### src/rtl/line_buffer_sequencer.sv
// Write/read sequencer for six rotating line buffers feeding a stereo block-matching window.
// Steers each pixel to the current buffer, rotates at end of line and flags when five lines are buffered.
module line_buffer_sequencer #(
  parameter int LINE_WIDTH  = 320,
  parameter int FRAME_LINES = 240,
  parameter int AW          = 9
) (
  input  logic          clock,
  input  logic          reset,
  input  logic          frame_start,
  input  logic          pixel_valid,
  output logic [5:0]    write_enable,
  output logic [AW-1:0] write_addr,
  output logic [AW-1:0] read_addr,
  output logic [2:0]    read_select,
  output logic          window_valid,
  output logic          line_done,
  output logic          frame_done
);

  localparam int LNW = (FRAME_LINES > 1) ? $clog2(FRAME_LINES) : 1;

  typedef enum logic [1:0] {
    IDLE   = 2'd0,
    FILL   = 2'd1,
    STREAM = 2'd2
  } state_t;

  state_t         state_p0, state_nx;
  logic [2:0]     wr_idx_p0, wr_idx_nx;
  logic [AW-1:0]  col_p0, col_nx;
  logic [LNW-1:0] line_p0, line_nx;
  logic [2:0]     filled_p0, filled_nx;
  logic           line_done_p1, frame_done_p1;
  logic           ld_nx, fd_nx;

  logic [2:0] widx;
  logic [2:0] sel;
  logic       active;
  logic       accept;
  logic       eol;
  logic       eof;
  logic [2:0] filled_inc;

  // Buffer indices 6 and 7 cannot occur; map them back to buffer 0.
  function automatic logic [2:0] safe_idx(input logic [2:0] i);
    return (i > 3'd5) ? 3'd0 : i;
  endfunction

  function automatic logic [2:0] next_idx(input logic [2:0] i);
    return (i >= 3'd5) ? 3'd0 : i + 3'd1;
  endfunction

  function automatic logic [2:0] sat_inc(input logic [2:0] f);
    return (f >= 3'd5) ? 3'd5 : f + 3'd1;
  endfunction

  always_comb begin
    widx       = safe_idx(wr_idx_p0);
    active     = (state_p0 != IDLE);
    accept     = pixel_valid && (active || frame_start);
    eol        = active && !frame_start && pixel_valid && (col_p0 == AW'(LINE_WIDTH - 1));
    eof        = eol && (line_p0 == LNW'(FRAME_LINES - 1));
    filled_inc = sat_inc(filled_p0);
    // A coinciding frame_start redirects this pixel to column 0 of buffer 0.
    sel          = frame_start ? 3'd0 : widx;
    write_enable = accept ? (6'b000001 << sel) : 6'b000000;
    write_addr   = frame_start ? '0 : col_p0;
    read_addr    = write_addr;
    read_select  = sel;
    window_valid = pixel_valid && (state_p0 == STREAM) && !frame_start;
  end

  always_comb begin
    state_nx  = state_p0;
    wr_idx_nx = widx;
    col_nx    = col_p0;
    line_nx   = line_p0;
    filled_nx = filled_p0;
    ld_nx     = 1'b0;
    fd_nx     = 1'b0;
    if (frame_start) begin
      state_nx  = FILL;
      wr_idx_nx = 3'd0;
      col_nx    = pixel_valid ? AW'(1) : '0;
      line_nx   = '0;
      filled_nx = 3'd0;
    end else if (active && pixel_valid) begin
      if (eol) begin
        col_nx = '0;
        ld_nx  = 1'b1;
        if (eof) begin
          state_nx  = IDLE;
          wr_idx_nx = 3'd0;
          line_nx   = '0;
          filled_nx = 3'd0;
          fd_nx     = 1'b1;
        end else begin
          wr_idx_nx = next_idx(widx);
          line_nx   = line_p0 + LNW'(1);
          filled_nx = filled_inc;
          if (state_p0 == FILL && filled_inc == 3'd5) begin
            state_nx = STREAM;
          end
        end
      end else begin
        col_nx = col_p0 + AW'(1);
      end
    end
  end

  // Stage p0 -> p1: counter state and end-of-line/frame pulses
  always_ff @(posedge clock) begin
    if (reset) begin
      state_p0      <= IDLE;
      wr_idx_p0     <= 3'd0;
      col_p0        <= '0;
      line_p0       <= '0;
      filled_p0     <= 3'd0;
      line_done_p1  <= 1'b0;
      frame_done_p1 <= 1'b0;
    end else begin
      state_p0      <= state_nx;
      wr_idx_p0     <= wr_idx_nx;
      col_p0        <= col_nx;
      line_p0       <= line_nx;
      filled_p0     <= filled_nx;
      line_done_p1  <= ld_nx;
      frame_done_p1 <= fd_nx;
    end
  end

  assign line_done  = line_done_p1;
  assign frame_done = frame_done_p1;

endmodule
### config.mk
export PLATFORM = sky130hd
export DESIGN_NAME = line_buffer_sequencer
export DESIGN_NICKNAME = d
export VERILOG_FILES = /design/src/rtl/line_buffer_sequencer.sv
export SDC_FILE = /design/constraint.sdc
export NUM_CORES = 1
export LEC_CHECK = 0
export ABC_AREA = 1
export BUFFER_PORTS_ARGS = -buffer_cell sky130_fd_sc_hd__buf_2
export CELL_PAD_IN_SITES_DETAIL_PLACEMENT = 0
export CELL_PAD_IN_SITES_GLOBAL_PLACEMENT = 1
export CORE_ASPECT_RATIO = 0.7
export CORE_MARGIN = 3
export CORE_UTILIZATION = 38
export DETAILED_ROUTE_END_ITERATION = 16
export PLACE_DENSITY = 0.82
export SKIP_CTS_REPAIR_TIMING = 1
export SLEW_MARGIN = 15
export SYNTH_ARGS = -nofsm -noshare
export SYNTH_HDL_FRONTEND = slang
export SYNTH_SLANG_ARGS = --single-unit
### constraint.sdc
create_clock -name clock -period 1.6 [get_ports clock]
set_input_delay 0.32 -clock clock [delete_from_list [all_inputs] [get_ports clock]]
set_output_delay 0.32 -clock clock [all_outputs]
set_load 0.005 [all_outputs]
; Yosys cells after proc, flatten, opt, wreduce, memory -nomap -nowiden
; Index checks and enable logic that the tools add are counted.
[op_classes]
add_sub_neg = 4
n_lt_le_gt_ge = 3
n_eq_ne = 5
n_shift = 1
muxes = 22
n_bitwise = 2
reduce_logical = 22
[op_table]
columns = cell, n
row1 = two-way mux 9 bit, 4
row2 = two-way mux 3 bit, 8
row3 = "adder 9 x 1 -> 9 bit, second input constant", 1
row4 = "== test 9 bit, second input constant", 1
row5 = logical AND 1 bit, 9
row6 = "adder 8 x 1 -> 8 bit, second input constant", 1
row7 = "== test 8 bit, second input constant", 1
row8 = two-way mux 8 bit, 1
row9 = nonzero test 2 bit, 4
row10 = "adder 3 x 1 -> 3 bit, second input constant", 2
row11 = ">= comparator 3 bit, second input constant", 2
row12 = two-way mux 1 bit, 6
row13 = two-way mux 6 bit, 1
row14 = AND reduction 3 bit, 2
row15 = "<< shifter 1 x 3 -> 6 bit, first input constant", 1
row16 = two-way mux 2 bit, 2
row17 = OR reduction 4 bit, 1
row18 = "== test 3 bit, second input constant", 1
row19 = "> comparator 3 bit, second input constant", 1
row20 = nonzero test 3 bit, 1
row21 = OR reduction 3 bit, 1
row22 = "== test 2 x 1 -> 1 bit, second input constant", 1
row23 = "== test 2 bit, second input constant", 1
row24 = inverter 1 bit, 2
row25 = 4 further kinds, 4
[totals]
register_bits = 27
input_bits = 4
out_inout_bits = 30
elab_cells = 67

; Logic depth before layout (Yosys ltp)
; Gate-level depths: netlist of the first run.
[logic_depth]
ltp_word = 9
depth_mapped = 9
mapped_depth_nobuf = 8

; Worst setup path after synthesis of the first run
; Ideal clock, no wire load.
[synth_path]
path_kind = register -> output
startpoint = reg wr_idx_p0[0]
endpoint = out write_enable[5]
arrival_ns = 1.014
required_ns = 1.280
slack_ns = 0.266
path_stages_with_launch = 7
path_cell_list = dfxtp_1 > inv_1 > a21oi_1 > inv_1 > nor2_1 > nand2_1 > nor3_1
[synth_via]
elab_chain_cells = 5
[synth_lines]
columns = element, line_no
row1 = "start, declared", 30  ; logic [2:0] wr_idx_p0, wr_idx_nx;
row2 = "start signal, assigned", 124  ; wr_idx_p0 <= wr_idx_nx;
row3 = > comparator 3 bit, 47  ; return (i > 3'd5) ? 3'd0 : i;
row4 = two-way mux 3 bit (*), 47
row5 = two-way mux 3 bit (*), 66  ; sel = frame_start ? 3'd0 : widx;
row6 = named net read_select[0], 15  ; output logic [2:0] read_select,
row7 = << shifter 1 x 3 -> 6 bit (*), 67  ; write_enable = accept ? (6'b000001 << sel) : 6'b000000;
row8 = two-way mux 6 bit (*), 67
row9 = "end, declared", 12  ; output logic [5:0] write_enable,
; Mark *: on every way through the listed nets, which the timed path passes. The rest lies on a longest branch.

; Worst setup path in the final report of the first run
[layout_path]
startpoint = reg wr_idx_p0[1]
endpoint = out write_enable[2]
[layout_via]
elab_chain_cells = 5
[layout_lines]
columns = element, line_no
row1 = > comparator 3 bit, 47
row2 = two-way mux 3 bit (*), 47
row3 = two-way mux 3 bit (*), 66
row4 = << shifter 1 x 3 -> 6 bit (*), 67
row5 = two-way mux 6 bit (*), 67
; Every way passes the cells marked *; elsewhere a longest branch is shown, timed or not.

==> out/metrics.yaml, run 1 <==
cts.sinks: 27
wl_per_cell_um: 12.27
clock_tree.buffer_depth: 2
worst_pin_slew_ns: 0.3054
grt_pass1_vias: 1494
drive_gt1_frac: 0.3333
drt-pass1-iter-count: 4
setup_tns_ns: -0.1487
drtIter0Drc: 122
portBuffers: 33
core_area_mm2: 0.004089
finalCritPeriodShare: 1.045
die_area_mm2: 0.005265
fillers: 424
io_pins: 34
min_path_type: "input port to flip-flop"
clock_latency_ns: 0.27
synthCells: 250
maxUsedRoutingLayer: "met4"
rsz0062_at_grt: "true"
critPathRequiredTime_ns: 1.28
wl_met1_um: 2450
p_leak_nw: 0.9866
violations: "negative setup slack"
regArea_um2: 550.5
maxSlewHeadroom: 0.7957
worstHoldStart: "reset"
grt_max_degree: 15
numCtsBuffers: 3
route.detailed.drc: 0
die_h_um: 61.62
drv_slew: 0
via_per_inst: 4.813
finalClockSkew_ns: 0.003613
syn_area_mm2: 0.001679
synth_seq_area_share: 0.3219
synth_warnings: 0
fp-row-count: 19
dpl_worst_slack_ns: 0.1138
synth_cell_types: 27
layout-area-overhead-vs-synth_pct: 30.78
hpwl_um: 3407
setup_viol: 3
setup.worst_path.end_class: "primary output"
cts-root-buf: "clkbuf_8"
antenna_found_initial: 0
cts_tree: "yes"
start_kind: "flip-flop"
grt_usage: 0.1673
critical_path.max_fanout: 3
crit_type: "flip-flop to primary output"
num_vias: 1723
floorplan.initialDensity: 0.4106
multi_input_area_um2: 958.4
grt_pass1_wl_um: 7017
synth.avg_cell_area_um2: 6.716
maxCapViolations: 0
synth_nets: 259
setup.worst_path.start: "wr_idx_p0[1]$_SDFF_PP0_"
synth_seq_cells: 27
antennaDiodeCount: 0
met3_length_um: 221
routed_wl_um: 4394
clk_pin_slew_worst_paths_ns: 0.09
irDropWorstVdd_mv: 0.4244
gp_congestion: 0.8680
layout_common_cells: "37 x inv_1, 33 x buf_2, 32 x nand2_1"
r2r_start: "col_p0[1]$_SDFFE_PP0P_"
post-route-min-period_ns: 1.673
gr-total-overflow: 0
fin_util: 0.5370
status: "finished with violations"
fmax_mhz: 597.9
power_density_mw_per_mm2: 542.5
layout.nets: 316
hold_viol: 0
cp.arrival_ns: 1.35
dr_wl_met2_um: 1690
die_w_um: 85.45
layout_commonest_cell: "inv_1"
ant_nets: 0
htree_levels: 1
finalWorstSetupSlack_ns: -0.07258
==> worst max-delay path, cell delays in order (launching register included) <==
cell and delay [ns]:
dfxtp_2 0.36, inv_2 0.06, nand2_4 0.08, nor2_4 0.05, o21a_1 0.21, nor4_1 0.16
buf_2 0.16
==> final timing paths <==
kind                                                  to  slack, ns  cells after the start
worst min register to register   line_p0[1]$_SDFFE_PP0P_       0.50                      2
worst max register to register    col_p0[8]$_SDFFE_PP0P_       0.15                      8
worst max-delay path                     write_enable[2]      -0.07                      6
worst min-delay path            state_p0[0]$_SDFFE_PP0P_       0.26                      2
==> synth_stat cells <==
library cell	n	area (um^2)
nand4_1	7	43.79
nand3_2	2	20.02
xnor2_1	1	8.760
nand3_1	25	125.1
clkinv_1	1	3.750
a31oi_1	1	6.260
buf_4	9	67.56
nand3b_1	1	7.510
inv_6	1	8.760
o21ai_0	15	75.07
nor2_1	34	127.6
nand2_1	34	127.6
nor3b_1	4	30.03
inv_1	41	153.9
nor3_1	6	30.03
nand2_2	2	12.51
o21ai_2	2	17.52
nor4_1	3	18.77
o21a_1	1	7.510
clkbuf_1	1	3.750
ha_1	5	62.56
nor2_4	3	33.78
xor2_1	2	17.52
nor2_2	5	31.28
buf_6	2	22.52
dfxtp_1	27	540.5
a21oi_1	15	75.07
==> metrics by stage <==
step           hold WS (ns)  instance area [um^2]  power, mW  cells
2_1_floorplan        0.3891                  1679     0.7623    250
3_3_place_gp         0.4837                  1996     0.8053    347
3_5_place_dp         0.4899                  1996     0.8036    347
4_1_cts              0.2683                  2041      1.192    351
5_1_grt              0.2610                  2196      1.233    358
6_report             0.2626                  2196      1.191    358
==> state kept, by name, indices dropped and copies added (netlist names) <==
signal / flops
frame_done: 1
wr_idx_p0: 3
line_done: 1
state_p0: 2
filled_p0: 3
col_p0: 9
line_p0: 8
==> cell type report <==
type	instances	share of cell area
multi-input combinational	168	0.4365
sequential	27	0.2507
tap	52	0.02963
clock buffer	4	0.02051
inverter	43	0.07806
timing repair buffer	64	0.1846
==> routing by layer <==
metal,vias to the layer above,track usage
li1,912,-
met1,769,0.2558
met2,38,0.2400
met3,4,0.03476
met4,0,0.03386
met5,-,0
==> power by group <==
group | internal, mW | total (mW) | switching (mW) | leakage (nW)
Clock | 0.179 | 0.392 | 0.214 | 0.0228
Combinational | 0.0472 | 0.118 | 0.0703 | 0.743
Sequential | 0.676 | 0.681 | 0.00550 | 0.221
Total | 0.902 | 1.19 | 0.289 | 0.987
==> cell families after synthesis <==
group | after synthesis | share of synthesized area
buffers and inverters | 55 | 0.1550
AND/OR/NAND/NOR | 126 | 0.3621
XOR/XNOR | 3 | 0.01565
adder cells (fa/ha/maj) | 5 | 0.03726
flip-flops | 27 | 0.3219
AO/OA/AOI/OAI | 34 | 0.1081
(Power assumes the default switching activity.)
==> run 2, diff against run 1 <==
--- a/config.mk
+++ b/config.mk
@@ -9,7 +9,7 @@
 export BUFFER_PORTS_ARGS = -buffer_cell sky130_fd_sc_hd__buf_2
 export CELL_PAD_IN_SITES_DETAIL_PLACEMENT = 0
 export CELL_PAD_IN_SITES_GLOBAL_PLACEMENT = 1
-export CORE_ASPECT_RATIO = 0.7
+export CORE_ASPECT_RATIO = 1.5
 export CORE_MARGIN = 3
 export CORE_UTILIZATION = 38
 export DETAILED_ROUTE_END_ITERATION = 16
==> constraint.sdc (replaced) <==
create_clock -name clock -period 1.6 [get_ports clock]
set_input_delay 0 -clock clock [delete_from_list [all_inputs] [get_ports clock]]
set_output_delay 0 -clock clock [all_outputs]
set_load 0.005 [all_outputs]
==> run 2 against run 1 <==
  * First-iteration DRC count fell by 58%
  * The run now ends clean
  * Clock-buffer cell count did not move
  * Die area barely moved
==> out/metrics.yaml, run 2 (synthesis gave the netlist of run 1 again) <==
status: "finished clean"
finalClockSkew_ns: 0.006085  # +0.002473 ns
drive_gt1_frac: 0.2369  # -0.09640
antenna_found_initial: 0  # unchanged
die_area_mm2: 0.005269  # about the same
maxSlewHeadroom: 0.7958  # about the same
power_density_mw_per_mm2: 593.8  # +9.5%
drv_slew: 0  # unchanged
hold_viol: 0  # unchanged
crit_type: "flip-flop to flip-flop"
grt_usage: 0.1694  # +0.002030
min_path_type: "input port to flip-flop"
largest-register: "col_p0"
via_per_inst: 5.063  # +5.2%
critPathRequiredTime_ns: 1.81  # +0.53 ns
multi_input_area_um2: 909.6  # -5.1%
finalCritPeriodShare: 0.9054  # -0.1400
post-route-min-period_ns: 1.449  # -0.2239 ns
start_kind: "flip-flop"
setup_viol: 0  # -3
gr-total-overflow: 0  # unchanged
numCtsBuffers: 3  # unchanged
irDropWorstVdd_mv: 0.4779  # +13%
htree_levels: 1  # unchanged
die_h_um: 87.42  # +42%
worst_pin_slew_ns: 0.3031  # -0.002266 ns
grt_max_degree: 19  # +4
wl_per_cell_um: 12.25  # -0.18%
fp-row-count: 29  # +10
critical_path.max_fanout: 7  # +4
antennaDiodeCount: 0  # unchanged
hold_ws_ns: 0.02991  # -0.2327 ns
largest_register_ffs: 9  # unchanged
drt-pass1-iter-count: 6  # +2
floorplan.initialDensity: 0.3955  # -0.01513
cts_tree: "yes"
rsz0062_at_grt: "true"
ant_nets: 0  # unchanged
io_pins: 34  # unchanged
drtIter0Drc: 51  # -58%
hpwl_um: 3318  # -2.6%
p_leak_nw: 0.8741  # -11%
grt_pass1_wl_um: 6831  # -2.7%
fillers: 450  # +6.1%
grt_pass1_vias: 1614  # +8.0%
maxCapViolations: 0  # unchanged
routed_wl_um: 4080  # -7.1%
layout.nets: 297  # -6.0%
layout-area-overhead-vs-synth_pct: 17.73
p_total_mw: 1.174  # -1.5%
regArea_um2: 540.5  # -1.8%
reg_top3: "col_p0 (9), line_p0 (8)"
cts.sinks: 27  # unchanged
layout_commonest_cell: "inv_1"
gp_congestion: 0.8397  # -3.3%
fmax_mhz: 690.3  # +15%
setup.worst_path.end_class: "flip-flop"
core_area_mm2: 0.004245  # +3.8%
clock_tree.buffer_depth: 2  # unchanged
cp.arrival_ns: 1.66  # +0.31 ns
route.detailed.drc: 0  # unchanged
num_vias: 1686  # -2.1%
portBuffers: 33  # unchanged
clk_pin_slew_worst_paths_ns: 0.09  # about the same
clock_latency_ns: 0.28  # about the same
layout_common_cells: "41 x inv_1, 33 x nand2_1, 33 x buf_2"
cts-root-buf: "clkbuf_8"
die_w_um: 60.28  # -29%
==> run 2: critical path, stage by stage, from the launching register on <==
cell,delay [ns]
dfxtp_1,0.36
ha_2,0.21
nand2_1,0.09
nor2_4,0.15
nand3_4,0.14
buf_4,0.18
o21ai_2,0.10
nand2_1,0.06
nor2_1,0.09
==> run 2: area by class of cell <==
class,instances,area share
timing repair buffer,45,0.1304
sequential,27,0.2734
inverter,43,0.08418
multi-input combinational,168,0.4601
clock buffer,4,0.02278
tap,46,0.02911
==> run 2: path summary, 6_finish.rpt <==
kind	slack, ns	from	end	cells past startpoint
worst max-delay path	0.15	col_p0[0]$_SDFFE_PP0P_	line_p0[6]$_SDFFE_PP0P_	8
worst min-delay path	0.03	frame_start	state_p0[0]$_SDFFE_PP0P_	3
worst max register to register	0.15	col_p0[0]$_SDFFE_PP0P_	line_p0[6]$_SDFFE_PP0P_	8
worst min register to register	0.50	line_p0[1]$_SDFFE_PP0P_	line_p0[1]$_SDFFE_PP0P_	2
==> run 2: through the flow <==
stage | instances | worst slack [ns] | TNS (ns) | utilization | area [um^2]
final | 333 | 0.1513 | 0 | 0.4657 | 1977
after global routing | 333 | -0.02985 | -0.02985 | 0.4657 | 1977
after CTS | 331 | -0.003000 | -0.003000 | 0.4542 | 1928
after detailed placement | 327 | 0.02841 | 0 | 0.4436 | 1883
after global placement | 327 | 0.07353 | 0 | 0.4436 | 1883
after floorplan | 250 | 0.2821 | 0 | - | 1679
==> run 2: layer usage <==
metal	vias to the layer above	part of all wire	track usage
li1	876	-	-
met1	764	0.39	0.1754
met5	-	0	0
met4	0	0.034	0.08669
met2	36	0.54	0.3159
met3	10	0.035	0.02226
==> run 2: report_power, final <==
group | switching (mW) | total [mW] | internal (mW)
combinational | 0.0589 | 0.0910 | 0.0320
sequential | 0.00634 | 0.684 | 0.678
clock | 0.220 | 0.399 | 0.179
==> run 3, diff against run 2 <==
--- a/config.mk
+++ b/config.mk
@@ -13,6 +13,7 @@
 export CORE_MARGIN = 3
 export CORE_UTILIZATION = 38
 export DETAILED_ROUTE_END_ITERATION = 16
+export HOLD_SLACK_MARGIN = 0.08
 export PLACE_DENSITY = 0.82
 export SKIP_CTS_REPAIR_TIMING = 1
 export SLEW_MARGIN = 15
==> run 3 against run 2 <==
  * Clock-buffer cell count did not move
  * Via count fell by 0.95%
  * Core utilization rose by 0.24 points
  * Final cell count rose by 0.30%
  * Setup slack got worse by 0.0013 ns
  * Register-to-register slack barely moved
  * Hold slack improved by 0.026 ns
  * Global-route usage did not move
  * Non-clock buffer count rose by 1
  * Sequential power barely moved
  * Critical endpoint unchanged
  * Critical path depth did not move
==> out/metrics.yaml, run 3 (synthesis gave the netlist of run 1 again) <==
grt_max_degree: 19  # unchanged
htree_levels: 1  # unchanged
cts.sinks: 27  # unchanged
wl_per_cell_um: 12.39  # +1.1%
floorplan.initialDensity: 0.3955  # unchanged
grt_usage: 0.1694  # unchanged
p_total_mw: 1.173  # about the same
critPathRequiredTime_ns: 1.82  # about the same
setup_viol: 0  # unchanged
gp_congestion: 0.8397  # unchanged
maxSlewHeadroom: 0.7907  # -0.005138
hold_viol: 0  # unchanged
fillers: 449  # -0.22%
seq_power_share: 0.583  # about the same
hpwl_um: 3318  # unchanged
drive_gt1_frac: 0.2361  # -0.0008227
irDropWorstVdd_mv: 0.4824  # +0.94%
clkPwrFrac: 0.337  # -0.003
r2r_slack_ns: 0.15  # about the same
worst_pin_slew_ns: 0.3107  # +0.007626 ns
gr-total-overflow: 0  # unchanged
grt_pass1_vias: 1614  # unchanged
finalCritPeriodShare: 0.9062  # about the same
antennaDiodeCount: 0  # unchanged
placed_cells: 327  # unchanged
dr_wl_met2_um: 2223  # +0.32%
layout_common_cells: "41 x inv_1, 33 x nand2_1, 33 x buf_2"
core_area_mm2: 0.004245  # unchanged
clk_pin_slew_worst_paths_ns: 0.09  # about the same
pwr-share-comb: 0.079  # about the same
placed_cell_area_mm2: 0.001883  # unchanged
grt_pass1_wl_um: 6831  # unchanged
hold_ws_ns: 0.05614  # +0.02623 ns
routed_wl_um: 4137  # +1.4%
met3_length_um: 122  # -13%
cts-root-buf: "clkbuf_8"
reg_top3: "col_p0 (9), line_p0 (8)"
layout-area-overhead-vs-synth_pct: 18.33
intPower_uw: 890.3  # +0.17%
cp.arrival_ns: 1.67  # about the same
finalClockSkew_ns: 0.001806  # -0.004280 ns
ant_nets: 0  # unchanged
rsz0062_at_grt: "true"
reg2reg_to: "line_p0[6]$_SDFFE_PP0P_"
status: "finished clean"
start_kind: "flip-flop"
route.detailed.drc: 0  # unchanged
cts_tree: "yes"
die_w_um: 60.28  # unchanged
antenna_found_initial: 0  # unchanged
final_cell_count_no_fill: 334  # +0.30%
num_vias: 1670  # -0.95%
portBuffers: 33  # unchanged
drtIter0Drc: 57  # +12%
largest-register: "col_p0"
power_density_mw_per_mm2: 590.3  # -0.58%
setup.worst_path.start: "col_p0[0]$_SDFFE_PP0P_"
via_per_inst: 5.000  # -1.2%
numCtsBuffers: 3  # unchanged
drt-pass1-iter-count: 4  # -2
wl_met1_um: 1636  # +3.3%
largest_register_ffs: 9  # unchanged
rr_worst_depth: 8  # unchanged
die_area_mm2: 0.005269  # unchanged
critical_path.max_fanout: 7  # unchanged
maxCapViolations: 0  # unchanged
die_h_um: 87.42  # unchanged
fp-row-count: 29  # unchanged
crit_type: "flip-flop to flip-flop"
layout.nets: 298  # +0.34%
post-route-min-period_ns: 1.450  # +0.001326 ns
p_sw_uw: 282.6  # -0.84%
drv_slew: 0  # unchanged
io_pins: 34  # unchanged
fmax_mhz: 689.7  # about the same
r2r_start: "col_p0[0]$_SDFFE_PP0P_"
clock_latency_ns: 0.27  # about the same
min_path_type: "input port to flip-flop"
switching_share: 0.2410  # -0.001857
layout_commonest_cell: "inv_1"
fin_util: 0.4680  # +0.002357
final_area_mm2: 0.001987  # +0.51%
setup.worst_path.end_class: "flip-flop"
maxUsedRoutingLayer: "met4"
setup.worst_path.end: "line_p0[6]$_SDFFE_PP0P_"
clock_tree.buffer_depth: 2  # unchanged
p_leak_nw: 0.8783  # +0.48%
## run 3: cell count changes in the layout (fill, tap and decap cells not counted)
cell / change
dlygate4sd3_1: +1
## run 3: how the worst min path moves through the flow
stage | slack [ns] | cells after the start | end | start
2_1_floorplan | 0.07 | 1 | state_p0[0]$_SDFFE_PP0P_ | reset
3_3_place_gp | 0.23 | 2 | state_p0[0]$_SDFFE_PP0P_ | reset
3_5_place_dp | 0.23 | 2 | state_p0[0]$_SDFFE_PP0P_ | reset
4_1_cts | -0.07 | 2 | state_p0[0]$_SDFFE_PP0P_ | reset
5_1_grt | 0.09 | 3 | col_p0[0]$_SDFFE_PP0P_ | pixel_valid
6_report | 0.06 | 3 | col_p0[0]$_SDFFE_PP0P_ | pixel_valid
## run 3: cell type report
class	count	area, um^2	area share
clock buffer	4	45.04	0.02267
inverter	43	166.4	0.08375
timing repair buffer	46	267.8	0.1348
tap	46	57.56	0.02897
sequential	27	540.5	0.2720
multi-input combinational	168	909.6	0.4578
## run 3: layer usage
layer,up-vias,track usage
li1,874,-
met1,754,0.1754
met2,30,0.3159
met3,12,0.02226
met4,0,0.08669
met5,-,0
## run 3: worst max-delay path: stages (launching register included)
cell     delay [ns]
dfxtp_1        0.36
ha_2           0.21
nand2_1        0.09
nor2_4         0.15
nand3_4        0.14
buf_4          0.18
o21ai_2        0.10
nand2_1        0.06
nor2_1         0.10
## run 3: power groups by stage
stage / clock network (mW) / registers [mW] / logic, mW
global placement: 0 / 0.700 / 0.0898
finish: 0.396 / 0.684 / 0.0929
CTS: 0.414 / 0.685 / 0.0885
detailed placement: 0 / 0.700 / 0.0884
floorplan: 0 / 0.699 / 0.0638
global route: 0.433 / 0.686 / 0.106
## run 3: per-stage QoR
| step | setup slack [ns] | setup TNS (ns) |
|---|---|---|
| detailed placement | 0.02841 | 0 |
| finish | 0.1500 | 0 |
| global placement | 0.07353 | 0 |
| CTS | -0.003000 | -0.003000 |
| global route | -0.02985 | -0.02985 |
| floorplan | 0.2821 | 0 |
